$ cat config.mk
export PLATFORM = sky130hd
export DESIGN_NAME = ecall_io_responder_flat
export DESIGN_NICKNAME = d
export VERILOG_FILES = /design/src/rtl/ecall_io_responder_if.sv /design/src/rtl/ecall_io_responder.sv /design/src/flat_wrapper.sv
export SDC_FILE = /design/constraint.sdc
export NUM_CORES = 1
export LEC_CHECK = 0
export ABC_AREA = 1
export CAP_MARGIN = 40
export CORE_ASPECT_RATIO = 1.25
export CORE_MARGIN = 1.5
export CORE_UTILIZATION = 46
export CTS_BUF_LIST = sky130_fd_sc_hd__clkbuf_16
export CTS_CLUSTER_SIZE = 8
export DETAILED_ROUTE_END_ITERATION = 7
export GPL_TIMING_DRIVEN = 0
export HOLD_SLACK_MARGIN = 0.06
export PLACE_DENSITY = 0.78
export SLEW_MARGIN = 20
export SYNTH_ARGS = -nofsm -noshare
export SYNTH_HDL_FRONTEND = slang
export SYNTH_SLANG_ARGS = --single-unit
$ cat constraint.sdc
create_clock -name clk -period 1.2 [get_ports clk]
set_input_delay 0.12 -clock clk [delete_from_list [all_inputs] [get_ports clk]]
set_output_delay 0.12 -clock clk [all_outputs]
set_load 0.01 [all_outputs]
$ cat src/rtl/ecall_io_responder_if.sv
// Board-side ecall handshake bundle between the core/board pins and the responder.
// The master side drives the request and raw board inputs. The slave side returns the release strobe and the captured word.
interface ecall_io_responder_if #(
    parameter int DATA_W = 16
);
    logic              ecall_req;
    logic              ecall_is_input;
    logic [DATA_W-1:0] switches;
    logic              confirm_btn;
    logic              continue_pulse;
    logic [31:0]       io_data;
    logic              io_valid;
    logic              wait_led;
    logic              busy;

    modport master (
        output ecall_req, ecall_is_input, switches, confirm_btn,
        input  continue_pulse, io_data, io_valid, wait_led, busy
    );

    modport slave (
        input  ecall_req, ecall_is_input, switches, confirm_btn,
        output continue_pulse, io_data, io_valid, wait_led, busy
    );
endinterface

$ cat src/rtl/ecall_io_responder.sv
// Debounces the confirm button and samples the switches while the core stalls in an ecall.
// It then releases the core with a one-cycle continue pulse and holds the captured switch word.
module ecall_io_responder #(
    parameter int DEBOUNCE_CYCLES = 230000,
    parameter int DATA_W          = 16
) (
    input  logic                 clk,
    input  logic                 reset,
    ecall_io_responder_if.slave  bus
);
    localparam int CNT_W = (DEBOUNCE_CYCLES > 1) ? $clog2(DEBOUNCE_CYCLES) : 1;

    typedef enum logic [2:0] {
        IDLE,
        WAIT_RELEASE,
        ARMED,
        ACK,
        WAIT_DROP
    } state_t;

    state_t             state_q, state_d;
    logic               btn_sync_p0, btn_sync_p1;
    logic [DATA_W-1:0]  sw_sync_p0, sw_sync_p1;
    logic [CNT_W-1:0]   db_cnt;
    logic               btn_db, btn_db_prev;
    logic               press;
    logic               capture;
    logic [31:0]        io_data_q;
    logic               io_valid_q;

    // Stage p0/p1: two-flop synchronizers for the asynchronous board inputs
    always_ff @(posedge clk or negedge reset) begin
        if (!reset) begin
            btn_sync_p0 <= 1'b0;
            btn_sync_p1 <= 1'b0;
            sw_sync_p0  <= '0;
            sw_sync_p1  <= '0;
        end else begin
            btn_sync_p0 <= bus.confirm_btn;
            btn_sync_p1 <= btn_sync_p0;
            sw_sync_p0  <= bus.switches;
            sw_sync_p1  <= sw_sync_p0;
        end
    end

    // A new level must persist for DEBOUNCE_CYCLES consecutive cycles before btn_db follows it
    always_ff @(posedge clk or negedge reset) begin
        if (!reset) begin
            db_cnt      <= '0;
            btn_db      <= 1'b0;
            btn_db_prev <= 1'b0;
        end else begin
            btn_db_prev <= btn_db;
            if (btn_sync_p1 != btn_db) begin
                if (db_cnt == CNT_W'(DEBOUNCE_CYCLES - 1)) begin
                    btn_db <= ~btn_db;
                    db_cnt <= '0;
                end else begin
                    db_cnt <= db_cnt + CNT_W'(1);
                end
            end else begin
                db_cnt <= '0;
            end
        end
    end

    assign press = btn_db & ~btn_db_prev;

    always_ff @(posedge clk or negedge reset) begin
        if (!reset) begin
            state_q <= IDLE;
        end else begin
            state_q <= state_d;
        end
    end

    // A dropped request always takes priority over a coincident press
    always_comb begin
        state_d = state_q;
        capture = 1'b0;
        case (state_q)
            IDLE: begin
                if (bus.ecall_req) begin
                    state_d = btn_db ? WAIT_RELEASE : ARMED;
                end
            end
            WAIT_RELEASE: begin
                if (!bus.ecall_req) begin
                    state_d = IDLE;
                end else if (!btn_db) begin
                    state_d = ARMED;
                end
            end
            ARMED: begin
                if (!bus.ecall_req) begin
                    state_d = IDLE;
                end else if (press) begin
                    state_d = ACK;
                    capture = 1'b1;
                end
            end
            ACK: begin
                state_d = WAIT_DROP;
            end
            WAIT_DROP: begin
                if (!bus.ecall_req) begin
                    state_d = IDLE;
                end
            end
            default: begin
                state_d = IDLE;
            end
        endcase
    end

    always_ff @(posedge clk or negedge reset) begin
        if (!reset) begin
            io_data_q  <= '0;
            io_valid_q <= 1'b0;
        end else begin
            if (capture && bus.ecall_is_input) begin
                io_data_q  <= 32'(sw_sync_p1);
                io_valid_q <= 1'b1;
            end else if (state_d == IDLE) begin
                io_valid_q <= 1'b0;
            end
        end
    end

    assign bus.continue_pulse = (state_q == ACK);
    assign bus.io_data        = io_data_q;
    assign bus.io_valid       = io_valid_q;
    assign bus.wait_led       = (state_q == ARMED) && bus.ecall_is_input;
    assign bus.busy           = (state_q != IDLE);
endmodule

$ cat src/flat_wrapper.sv
// flat-port wrapper written by rule: the top's interface ports become plain ports
module ecall_io_responder_flat 
#(
    parameter int DEBOUNCE_CYCLES = 230000,
    parameter int DATA_W          = 16
)
  (clk, reset, bus_ecall_req, bus_ecall_is_input, bus_switches, bus_confirm_btn, bus_continue_pulse, bus_io_data, bus_io_valid, bus_wait_led, bus_busy);
  ecall_io_responder_if #(.DATA_W(DATA_W)) bus_i ();
  input  logic clk;
  input  logic reset;
  input wire logic [$bits(bus_i.ecall_req)-1:0] bus_ecall_req;
  input wire logic [$bits(bus_i.ecall_is_input)-1:0] bus_ecall_is_input;
  input wire logic [$bits(bus_i.switches)-1:0] bus_switches;
  input wire logic [$bits(bus_i.confirm_btn)-1:0] bus_confirm_btn;
  output wire logic [$bits(bus_i.continue_pulse)-1:0] bus_continue_pulse;
  output wire logic [$bits(bus_i.io_data)-1:0] bus_io_data;
  output wire logic [$bits(bus_i.io_valid)-1:0] bus_io_valid;
  output wire logic [$bits(bus_i.wait_led)-1:0] bus_wait_led;
  output wire logic [$bits(bus_i.busy)-1:0] bus_busy;
  assign bus_i.ecall_req = bus_ecall_req;
  assign bus_i.ecall_is_input = bus_ecall_is_input;
  assign bus_i.switches = bus_switches;
  assign bus_i.confirm_btn = bus_confirm_btn;
  assign bus_continue_pulse = bus_i.continue_pulse;
  assign bus_io_data = bus_i.io_data;
  assign bus_io_valid = bus_i.io_valid;
  assign bus_wait_led = bus_i.wait_led;
  assign bus_busy = bus_i.busy;
  ecall_io_responder #(.DEBOUNCE_CYCLES(DEBOUNCE_CYCLES), .DATA_W(DATA_W)) u_core (.clk(clk), .reset(reset), .bus(bus_i));
endmodule
# Word level (Yosys, flattened, before mapping)
# Index checks and enable logic that the tools add are counted.
[classes] muxes=15 n_reduce_logical=7 n_bitwise=3 n_addsub=1 eq_ne=6
[ops] cell="two-way mux 18 bit" n=2
[ops] cell="adder 18 x 1 -> 18 bit, second input constant" n=1
[ops] cell="== test 18 bit, second input constant" n=1
[ops] cell="two-way mux 3 bit" n=6
[ops] cell="case mux 3 bit (5 select lines)" n=1
[ops] cell="== test 3 x 2 -> 1 bit, second input constant" n=2
[ops] cell="zero test 3 bit" n=2
[ops] cell="two-way mux 1 bit" n=5
[ops] cell="== test 3 x 1 -> 1 bit, second input constant" n=1
[ops] cell="== test 3 bit, second input constant" n=1
[ops] cell="nonzero test 3 bit" n=1
[ops] cell="logical AND 1 bit" n=2
[ops] cell="two-way mux 2 bit" n=1
[ops] cell="inverter 1 bit" n=2
[ops] cell="AND reduction 2 bit" n=1
[ops] cell="nonzero test 2 bit" n=1
[ops] cell="bitwise AND 1 bit" n=1
[ops] cell="inequality test 1 bit" n=1
[totals] input_bits=21 register_bits=74 word_cells=42 output_inout_bits=36

# Longest topological paths before layout
# Gate-level depths: netlist (run 1).
[logic_depth] word_depth=8 depth_mapped=9 ltp_nobuf=9

# Worst setup path before layout (run 1)
# OpenSTA, ideal clock, no wires.
[synth_timing] kind="register -> register" from="register u_core.db_cnt[0]" to="register u_core.db_cnt[5]" arrival_time_ns=1.151 stages_incl_launch_ff=9 required_time_ns=1.079 setup_time_ns=0.121 path_buffers=0 synth_period_minus_slack_ns=1.273 path_slack_ns=-0.073 path_cell_list="dfrtp_1 ha_1 nand2_1 nor2_2 nand3_1 nor2_2 nor2_2 inv_2 nor2_1"
[synth_via] elab_chain_len=3 elab_cells_between_ends=4 classes_between="add/sub: 1; eq/ne: 1; mux: 2"
[synth_rtl] item="start, declared" line="ecall_io_responder.sv:24" source="logic [CNT_W-1:0] db_cnt;"
[synth_rtl] item="start signal, assigned" line="ecall_io_responder.sv:59" source="db_cnt <= db_cnt + CNT_W'(1);"
[synth_rtl] item="adder 18 x 1 -> 18 bit / == test 18 bit (equally long branches)" line="ecall_io_responder.sv:59, ecall_io_responder.sv:55"
[synth_rtl] item="two-way mux 18 bit (*)" line="ecall_io_responder.sv:55" source="if (db_cnt == CNT_W'(DEBOUNCE_CYCLES - 1)) begin"
[synth_rtl] item="two-way mux 18 bit (*)" line="ecall_io_responder.sv:54" source="if (btn_sync_p1 != btn_db) begin"
# Mark *: on every way between the ends. The rest lies on a longest branch, timed or not.
# A chain may end at the register's enable or synchronous reset.

# Final worst setup path (run 1)
[layout_timing] from="register u_core.db_cnt[11]" to="register u_core.btn_db"
[layout_via] elab_chain_len=2
[layout_rtl] item="== test 18 bit" line="ecall_io_responder.sv:55"
[layout_rtl] item="AND reduction 2 bit (no source line)"
[layout_rtl] item="end signal, assigned" line="ecall_io_responder.sv:56" source="btn_db <= ~btn_db;"
[layout_rtl] item="end, declared" line="ecall_io_responder.sv:25" source="logic btn_db, btn_db_prev;"
# No other way between the ends.

==> results of run 1 <==
==> routing by layer <==
metal  vias up  track usage (%)  wire, µm
met3        18             6.53       243
met5         -                0         0
met1      1066             23.1      2440
met2        55             31.7      3150
li1       1097                -         -
met4         0             10.2       193
==> worst max-delay path, stage by stage, from the launching register on <==
cell     delay [ns]
dfrtp_1        0.42
nor2_1         0.22
nand4_1        0.24
nor2_4         0.21
buf_4          0.13
nand2_1        0.04
o21ai_1        0.07
==> power groups by stage <==
| stage | Sequential, mW | Clock (mW) | Combinational [mW] |
|---|---|---|---|
| after floorplan | 2.63 | 0 | 0.129 |
| after detailed placement | 2.64 | 0 | 0.283 |
| final | 2.61 | 2.83 | 0.338 |
| after global placement | 2.64 | 0 | 0.269 |
| after global routing | 2.61 | 3.00 | 0.377 |
| after CTS | 2.60 | 2.87 | 0.323 |
==> kinds of logic after synthesis <==
family	Yosys count	synth area share [%]
buffers and inverters	45	8.17
and+or+nand+nor	166	24.4
AOI/OAI and AO/OA	6	1.02
DFF	74	62.6
other	1	0.127
adders and majority gates	1	0.423
xor gates and xnor gates	11	3.26
==> how the worst max path moves through the flow <==
stage | from | to | slack (ns) | cells past startpoint
after floorplan | u_core.db_cnt[0] | u_core.db_cnt[5] | -0.06 | 8
after global placement | reset | u_core.bus.io_data[2] | -2.37 | 1
after detailed placement | bus_ecall_req | u_core.bus.io_data[11] | -0.39 | 9
after CTS | u_core.db_cnt[1] | u_core.db_cnt[9] | -0.15 | 8
after global routing | u_core.db_cnt[11] | u_core.btn_db | -0.27 | 6
final | u_core.db_cnt[11] | u_core.btn_db | -0.22 | 6
==> flip-flops by register name (all words and copies together) (netlist names) <==
| signal | flops |
|---|---|
| u_core.btn_db | 1 |
| u_core.btn_db_prev | 1 |
| u_core.btn_sync_p0 | 1 |
| u_core.btn_sync_p1 | 1 |
| u_core.bus.io_data | 16 |
| u_core.bus.io_valid | 1 |
| u_core.db_cnt | 18 |
| u_core.state_q | 3 |
| u_core.sw_sync_p0 | 16 |
| u_core.sw_sync_p1 | 16 |
==> layout make-up <==
| class | instances | area, µm² |
|---|---|---|
| Fill cell | 454 | 1970 |
| Sequential cell | 74 | 1860 |
| Multi-Input combinational cell | 200 | 1110 |
| Timing Repair Buffer | 65 | 593 |
| Clock buffer | 9 | 225 |
| Buffer | 21 | 163 |
| Tap cell | 85 | 106 |
| Clock inverter | 7 | 92.6 |
| Inverter | 24 | 92.6 |
==> synthesized netlist by cell type <==
cell type,number
conb_1,1
ha_1,1
xor2_1,10
buf_4,17
nor3_1,1
and2_1,1
nand2_4,1
nor3_4,1
dfrtp_1,74
a21oi_1,1
nand2_1,76
inv_2,2
nor2_2,4
nand3_2,1
xnor2_1,1
nor2_4,1
o21ai_0,5
buf_2,1
nor2_1,46
nand4_1,5
inv_1,22
buf_6,1
nand2_2,1
clkbuf_1,2
nand3_1,28
==> what timing repair did <==
action | 4_1_cts | 5_1_grt
gates resized for setup | 64 | 36
endpoints found under the setup margin | 50 | 39
gates cloned | 1 | 0
hold endpoints to repair | 74 | 0
hold buffers | 1 | 0
buffers inserted | 19 | 4
pin swaps | 11 | 11
==> run summary, run 1 <==
Fmax - 706 MHz
net load switching power - 1.23 mW
cell depth of the worst min-delay path - 3
Yosys warnings - 0
CP startpoint kind - register
std cell rows - 32
crit-path max FO - 4
final setup margin - -0.217 ns
Clock Power Share - 49.0%
clock slew at reported path FFs - 0.06 ns
most common cell after layout, fill and taps aside - dfrtp_1
Root Buffer - clkbuf_16
routed vias - 2236
Worst Hold End - u_core.bus.io_data[1]
fin. max-slew vios - 0
share of cells above drive strength 1 - 29.5%
Switching Share - 21.2%
Period minus WS final - 1.42 ns
WHS - 0.125 ns
worst r2r path cells - 6
Layout Cells excl Fill - 485
Fin. Hold Viols - 0
total power draw - 5.78 mW
CTS tree - built
leakage power - 2.08 nW
failing checks - negative setup slack
combinational power share - 5.9%
Worst Hold Launch - bus_ecall_is_input
mapped cell area - 2960 µm²
status - complete, but fails checks
Area growth syn-to-layout - 43.3%
mean area per synthesized cell - 9.73 µm²
Core Box Area - 6210 µm²
Starting Density - 47.6%
I/O Pins - 57
fin nets - 417
drc violations - 0
dpl ws - -0.394 ns
DRT Wirelength - 6.02 mm
RSZ-0062 raised after global routing - true
Pre-Repair DR Iteration Count - 4
share of the synthesized area in the top cell type - 62.6%
die area - 6920 µm²
hold crit path type - input pin to register
Placed Cells - 444
critical path class - register to register
post-route clock period utilization - 118%
Reg2Reg Setup Slack - -0.22 ns
PortBufs - 39
die height - 92.6 µm
reg-to-reg endpoint - u_core.btn_db
Post-Syn Instances - 304
Total GRT Usage - 19.7%
CTS sink cnt - 74
Yosys reg bits - 74
via/cell ratio - 4.61
P per Cell Area - 1360 nW/µm²
DRT iter0 DRCs - 177
DP Area - 3540 µm²
Worst R2R Start - u_core.db_cnt[11]
Final Cell Area - 4240 µm²
Distinct cells, synth - 25
setup TNS - -3.30 ns
most frequent cells in the layout - dfrtp_1, nand2_1, nor2_1
Clock Latency Late Sink - 0.33 ns
die width - 74.7 µm
Num CTS Buffers - 9
CP Capture Type - register
CTS H-tree lvls - 3
antenna-violating nets left - 0
Seq pwr share - 45.1%
Max-Cap Viols - 0
Synth area leader - dfrtp_1
initial antenna violation count - 0
utilization after layout - 68.3%
n_diodes - 0
Int Power - 4.55 mW
Overflow after GRT - 0
routed len/inst - 12.4 µm
peak supply drop - 0.842 mV
Finish-stage setup viols - 35
sequential area share after synthesis - 62.6%
first-pass GRT wire length - 9.89 mm
Layout Skew - 0.00646 ns
Final Wtd Congestion - 0.856
vias in the first global route - 2148
HPWL after DPL - 3.75 mm
Worst EP required - 1.46 ns
synth top area cells - dfrtp_1, nand2_1, nor2_1
largest net degree at the start of global routing - 52
crit path DAT - 1.67 ns
clock tree buffer depth - 2
No activity file was read; power rests on OpenSTA's default activity.
==> run 2: changes to the inputs <==
Settings changed: CORE_MARGIN 1.5 to unset.
==> run 2 against run 1 <==
Effect of this change:
- the flow still finishes with violations (negative setup slack)
- maximum frequency up 3.9%
- first-iteration DRC count is 30% lower
- register-to-register slack improved by 0.05 ns
- largest cell class unchanged
- largest power group unchanged
==> run summary, run 2 (synthesis gave the netlist of run 1 again) <==
worst r2r path cells - 6 (unchanged)
final setup margin - -0.164 ns (was -0.217 ns)
crit path DAT - 1.57 ns (was 1.67 ns)
Multi-input gate area - 1130 µm² (was 1110 µm²)
Period minus WS final - 1.36 ns (was 1.42 ns)
Final Cell Area - 4280 µm² (was 4240 µm²)
die area - 6750 µm² (was 6920 µm²)
fill count - 454 (unchanged)
setup TNS - -4.50 ns (was -3.30 ns)
WHS - 0.141 ns (was 0.125 ns)
routed len/inst - 13.1 µm (was 12.4 µm)
largest net degree at the start of global routing - 59 (was 52)
die width - 73.7 µm (was 74.7 µm)
std cell rows - 32 (unchanged)
dpl ws - -0.395 ns (was -0.394 ns)
via/cell ratio - 4.67 (was 4.61)
Seq pwr share - 46.5% (was 45.1%)
slowest cell delay on critical path - 0.42 ns (about the same)
CP max-delay cell - dfrtp_1 (unchanged)
failing checks - negative setup slack (unchanged)
utilization after layout - 68.9% (was 68.3%)
CP Capture Type - register (unchanged)
peak supply drop - 1.03 mV (was 0.842 mV)
HPWL after DPL - 3.73 mm (was 3.75 mm)
clock slew at reported path FFs - 0.06 ns (about the same)
Core Box Area - 6210 µm² (unchanged)
initial antenna violation count - 0 (unchanged)
Area growth syn-to-layout - 44.6% (was 43.3%)
fin nets - 417 (unchanged)
Worst R2R Start - u_core.db_cnt[0] (was u_core.db_cnt[11])
Crit path buffers/inverters - 0 (was 1)
Largest Register - u_core.db_cnt (unchanged)
share of cells above drive strength 1 - 32.8% (was 29.5%)
Total GRT Usage - 18.9% (was 19.7%)
Root Buffer - clkbuf_16 (unchanged)
reg-to-reg endpoint - u_core.db_cnt[14] (was u_core.btn_db)
total power draw - 5.62 mW (was 5.78 mW)
Placed Cells - 444 (unchanged)
Max-Cap Viols - 0 (unchanged)
DRT iter0 DRCs - 124 (was 177)
Overflow after GRT - 0 (unchanged)
hold crit path type - input pin to register (unchanged)
crit-path max FO - 4 (unchanged)
DRT Wirelength - 6.33 mm (was 6.02 mm)
die height - 91.6 µm (was 92.6 µm)
Fmax - 733 MHz (was 706 MHz)
cell depth of the worst setup path - 6 (unchanged)
vias in the first global route - 2100 (was 2148)
crit path launch - u_core.db_cnt[0] (was u_core.db_cnt[11])
net load switching power - 1.25 mW (was 1.23 mW)
antenna-violating nets left - 0 (unchanged)
CTS sink cnt - 74 (unchanged)
Layout Skew - 0.00653 ns (was 0.00646 ns)
max FFs per register - 18 (unchanged)
Num CTS Buffers - 9 (unchanged)
Fin. Hold Viols - 0 (unchanged)
combinational power share - 6.6% (was 5.9%)
post-route clock period utilization - 114% (was 118%)
status - complete, but fails checks (unchanged)
critical path cell sequence - ha_4 > nand2_4 > nor2_2 > nand3_1 > xor2_1 > nor2_1 (was nor2_1 > nand4_1 > nor2_4 > buf_4 > nand2_1 > o21ai_1)
n_diodes - 0 (unchanged)
CP startpoint kind - register (unchanged)
most frequent cells in the layout - dfrtp_1, nand2_1, nor2_1 (unchanged)
Starting Density - 47.6% (unchanged)
first-pass GRT wire length - 9.50 mm (was 9.89 mm)
most common cell after layout, fill and taps aside - dfrtp_1 (unchanged)
Clock Power Share - 47.0% (was 49.0%)
drc violations - 0 (unchanged)
register area - 1860 µm² (about the same)
I/O Pins - 57 (unchanged)
Clock Latency Late Sink - 0.32 ns (was 0.33 ns)
Worst EP required - 1.40 ns (was 1.46 ns)
Finish-stage setup viols - 40 (was 35)
fin. max-slew vios - 0 (unchanged)
Reg2Reg Setup Slack - -0.16 ns (was -0.22 ns)
Final Wtd Congestion - 0.870 (was 0.856)
CTS tree - built (unchanged)
PortBufs - 39 (unchanged)
delay-heaviest family, CP - simple AND/OR/NAND/NOR gates (unchanged)
RSZ-0062 raised after global routing - true (unchanged)
Switching Share - 22.2% (was 21.2%)
CTS H-tree lvls - 3 (unchanged)
Layout Cells excl Fill - 485 (unchanged)
DP Area - 3540 µm² (unchanged)
Int Power - 4.37 mW (was 4.55 mW)
clock tree buffer depth - 2 (unchanged)
routed vias - 2265 (was 2236)
leakage power - 2.08 nW (about the same)
P per Cell Area - 1310 nW/µm² (was 1360 nW/µm²)
Pre-Repair DR Iteration Count - 5 (was 4)
CP endpoint - u_core.db_cnt[14] (was u_core.btn_db)
critical path class - register to register (unchanged)
[run 2: timing repair]
action,4_1_cts,5_1_grt
setup buffers,18,7
endpoints found under the hold margin,74,0
endpoints found under the setup margin,51,39
hold buffers,1,0
resized for setup,66,51
pin swaps,16,19
cloned,1,0
[run 2: how the worst min path moves through the flow]
stage	start	endpoint	slack [ns]	depth (start not counted)
4_1_cts	bus_ecall_is_input	u_core.bus.io_data[3]	0.13	3
2_1_floorplan	reset	u_core.btn_db	-0.18	0
5_1_grt	bus_ecall_is_input	u_core.bus.io_data[2]	0.16	3
6_report	bus_ecall_is_input	u_core.bus.io_data[3]	0.14	3
3_3_place_gp	u_core.sw_sync_p0[14]	u_core.sw_sync_p1[14]	0.33	0
3_5_place_dp	reset	u_core.bus.io_data[10]	0.00004	1
[run 2: routing by layer]
metal | track usage, % | part of all wire [%] | up-vias
met1 | 22.5 | 39 | 1081
met2 | 31.9 | 56 | 67
met4 | 8.81 | 2.1 | 0
met3 | 4.40 | 3.7 | 13
li1 | - | - | 1104
met5 | 0 | 0 | -
[run 2: power by group through the flow]
stage          registers, mW  logic, mW  clock network [mW]
6_report                2.61      0.368                2.64
5_1_grt                 2.61      0.405                2.81
4_1_cts                 2.61      0.331                2.69
3_5_place_dp            2.64      0.283                   0
3_3_place_gp            2.64      0.269                   0
2_1_floorplan           2.63      0.129                   0
[run 2: worst register-to-register path: stages, from the launching register on]
cell	delay, ns
dfrtp_1	0.42
ha_4	0.17
nand2_4	0.07
nor2_2	0.20
nand3_1	0.12
xor2_1	0.20
nor2_1	0.07
[run 2: layout make-up]
type / instances / share of cell area, %
plain buffers: 21 / 3.66
clock buffers: 9 / 5.27
multi-input cells: 200 / 26.5
inverters: 24 / 2.28
repair buffers: 65 / 14.6
well taps: 85 / 2.49
clock inverters: 7 / 1.79
flip-flops and latches: 74 / 43.5
==> run 3: changes to the inputs <==
Settings changed: CORE_UTILIZATION 46 to 48, CTS_BUF_LIST sky130_fd_sc_hd__clkbuf_16 to sky130_fd_sc_hd__clkbuf_8, PLACE_DENSITY 0.78 to 0.81.
==> run 3 against run 2 <==
Effect of this change:
- the run still ends with negative setup slack left
- wire length shrank 0.77%
- final cell count fell by 1.2%
- core utilization increased by 0.77 points
- global-route usage is 0.73 points higher
- register-to-register slack about the same
- worst hold slack lost 0.011 ns
- clock skew grew 0.0053 ns
- sequential share of layout area up 1.9 points
- combinational power grew 1%
- clock power shrank 29%
- highest routed layer unchanged
==> run summary, run 3 (synthesis gave the netlist of run 1 again) <==
CTS sink cnt - 74 (unchanged)
Period minus WS final - 1.38 ns (was 1.36 ns)
fin nets - 414 (was 417)
leakage power - 2.02 nW (was 2.08 nW)
met3 routed WL - 223 µm (was 233 µm)
critical path class - register to output pin (was register to register)
CP Capture Type - output pin (was register)
Max-Cap Viols - 0 (unchanged)
critical path cell sequence - inv_2 > nand3_4 > nor2_2 > buf_2 (was ha_4 > nand2_4 > nor2_2 > nand3_1 > xor2_1 > nor2_1)
fin. max-slew vios - 0 (unchanged)
Root Buffer - clkbuf_8 (was clkbuf_16)
Fin. Hold Viols - 0 (unchanged)
Metal-1 WL - 2.43 mm (was 2.45 mm)
Crit path buffers/inverters - 2 (was 0)
Area growth syn-to-layout - 38.0% (was 44.6%)
clock tree buffer depth - 2 (unchanged)
crit path DAT - 1.26 ns (was 1.57 ns)
I/O Pins - 57 (unchanged)
Largest Register - u_core.db_cnt (unchanged)
CP max-delay cell - dfrtp_1 (unchanged)
vias in the first global route - 2218 (was 2100)
post-route clock period utilization - 115% (was 114%)
hold crit path type - input pin to register (unchanged)
status - complete, but fails checks (unchanged)
Layout Skew - 0.0119 ns (was 0.00653 ns)
routed len/inst - 13.1 µm (about the same)
RSZ-0062 raised after global routing - true (unchanged)
Worst EP required - 1.08 ns (was 1.40 ns)
Core Box Area - 5860 µm² (was 6210 µm²)
DR WL met2 - 3.49 mm (was 3.52 mm)
failing checks - negative setup slack (unchanged)
antenna-violating nets left - 0 (unchanged)
largest net degree at the start of global routing - 48 (was 59)
CP startpoint kind - register (unchanged)
CTS H-tree lvls - 3 (unchanged)
final setup margin - -0.183 ns (was -0.164 ns)
die area - 6480 µm² (was 6750 µm²)
max FFs per register - 18 (unchanged)
P per Cell Area - 1190 nW/µm² (was 1310 nW/µm²)
setup TNS - -3.98 ns (was -4.50 ns)
n_diodes - 0 (unchanged)
slowest cell delay on critical path - 0.43 ns (was 0.42 ns)
dpl ws - -0.423 ns (was -0.395 ns)
std cell rows - 31 (was 32)
most frequent cells in the layout - dfrtp_1, nand2_1, nor2_1 (unchanged)
first-pass GRT wire length - 9.74 mm (was 9.50 mm)
Clock Latency Late Sink - 0.35 ns (was 0.32 ns)
Pre-Repair DR Iteration Count - 5 (unchanged)
HPWL after DPL - 3.69 mm (was 3.73 mm)
DRT iter0 DRCs - 122 (was 124)
PortBufs - 39 (unchanged)
WHS - 0.130 ns (was 0.141 ns)
fill count - 387 (was 454)
die height - 89.7 µm (was 91.6 µm)
top sig layer - met4 (unchanged)
crit-path max FO - 3 (was 4)
peak supply drop - 0.440 mV (was 1.03 mV)
Finish-stage setup viols - 38 (was 40)
Overflow after GRT - 0 (unchanged)
share of cells above drive strength 1 - 28.5% (was 32.8%)
Num CTS Buffers - 9 (unchanged)
die width - 72.2 µm (was 73.7 µm)
drc violations - 0 (unchanged)
Fmax - 723 MHz (was 733 MHz)
delay-heaviest family, CP - flip-flops (was simple AND/OR/NAND/NOR gates)
Final Wtd Congestion - 0.867 (was 0.870)
Starting Density - 50.5% (was 47.6%)
CTS tree - built (unchanged)
routed vias - 2233 (was 2265)
initial antenna violation count - 0 (unchanged)
via/cell ratio - 4.66 (was 4.67)
Final Cell Area - 4080 µm² (was 4280 µm²)
most common cell after layout, fill and taps aside - dfrtp_1 (unchanged)
DRT Wirelength - 6.28 mm (was 6.33 mm)
Total GRT Usage - 19.6% (was 18.9%)
DP Area - 3530 µm² (was 3540 µm²)
clock slew at reported path FFs - 0.08 ns (was 0.06 ns)
run 3: layer usage:
layer | vias to the layer above | global-route usage [%]
li1 | 1088 | -
met1 | 1069 | 21.9
met2 | 58 | 35.1
met3 | 18 | 4.15
met4 | 0 | 8.66
met5 | - | 0
run 3: stage by stage:
stage / std cells / power (mW) / utilization, %
after detailed placement: 441 / 2.93 / 60.3
after global placement: 440 / 2.91 / 59.9
final: 479 / 4.84 / 69.7
after CTS: 474 / 4.84 / 67.5
after global routing: 479 / 5.03 / 69.7
after floorplan: 319 / 2.76 / -
run 3: final timing paths:
check                                      from               endpoint  slack [ns]  depth (start not counted)
hold reg to reg            u_core.sw_sync_p0[0]   u_core.sw_sync_p1[0]        0.34                          0
setup reg to reg               u_core.db_cnt[0]          u_core.btn_db       -0.16                          8
min in group asynchronous                 reset       u_core.db_cnt[4]        0.24                          2
setup / recovery              u_core.state_q[2]           bus_wait_led       -0.18                          4
hold / removal               bus_ecall_is_input  u_core.bus.io_data[5]        0.13                          3
max in group asynchronous                 reset      u_core.db_cnt[13]        0.42                          3
run 3: repair_timing:
action,CTS,global route
gates resized for setup,67,31
endpoints found under the setup margin,56,41
pin swaps,14,15
gates cloned,1,1
buffers inserted,15,4
hold buffers,1,0
hold endpoints to repair,74,0
run 3: worst register-to-register path, cell delays in order (launching register included):
cell	delay, ns
dfrtp_1	0.41
ha_4	0.17
nand2_4	0.07
nor2_4	0.15
nand3_2	0.11
nor2_4	0.13
buf_4	0.13
nand2_1	0.04
o21ai_1	0.07
run 3: where the power goes:
group / internal (mW) / leakage (nW) / total [mW] / switching, mW
Combinational: 0.189 / 0.973 / 0.373 / 0.185
Sequential: 2.56 / 0.951 / 2.59 / 0.0319
Clock: 0.955 / 0.0966 / 1.88 / 0.922
run 3: cell type report:
cell class | instances | area (µm²) | share of cell area [%]
multi-input combinational | 200 | 1100 | 27.0
buffer | 21 | 159 | 3.89
sequential | 74 | 1850 | 45.4
clock inverter | 7 | 71.3 | 1.75
tap | 82 | 103 | 2.51
inverter | 24 | 92.6 | 2.27
clock buffer | 9 | 124 | 3.04
timing repair buffer | 62 | 578 | 14.2
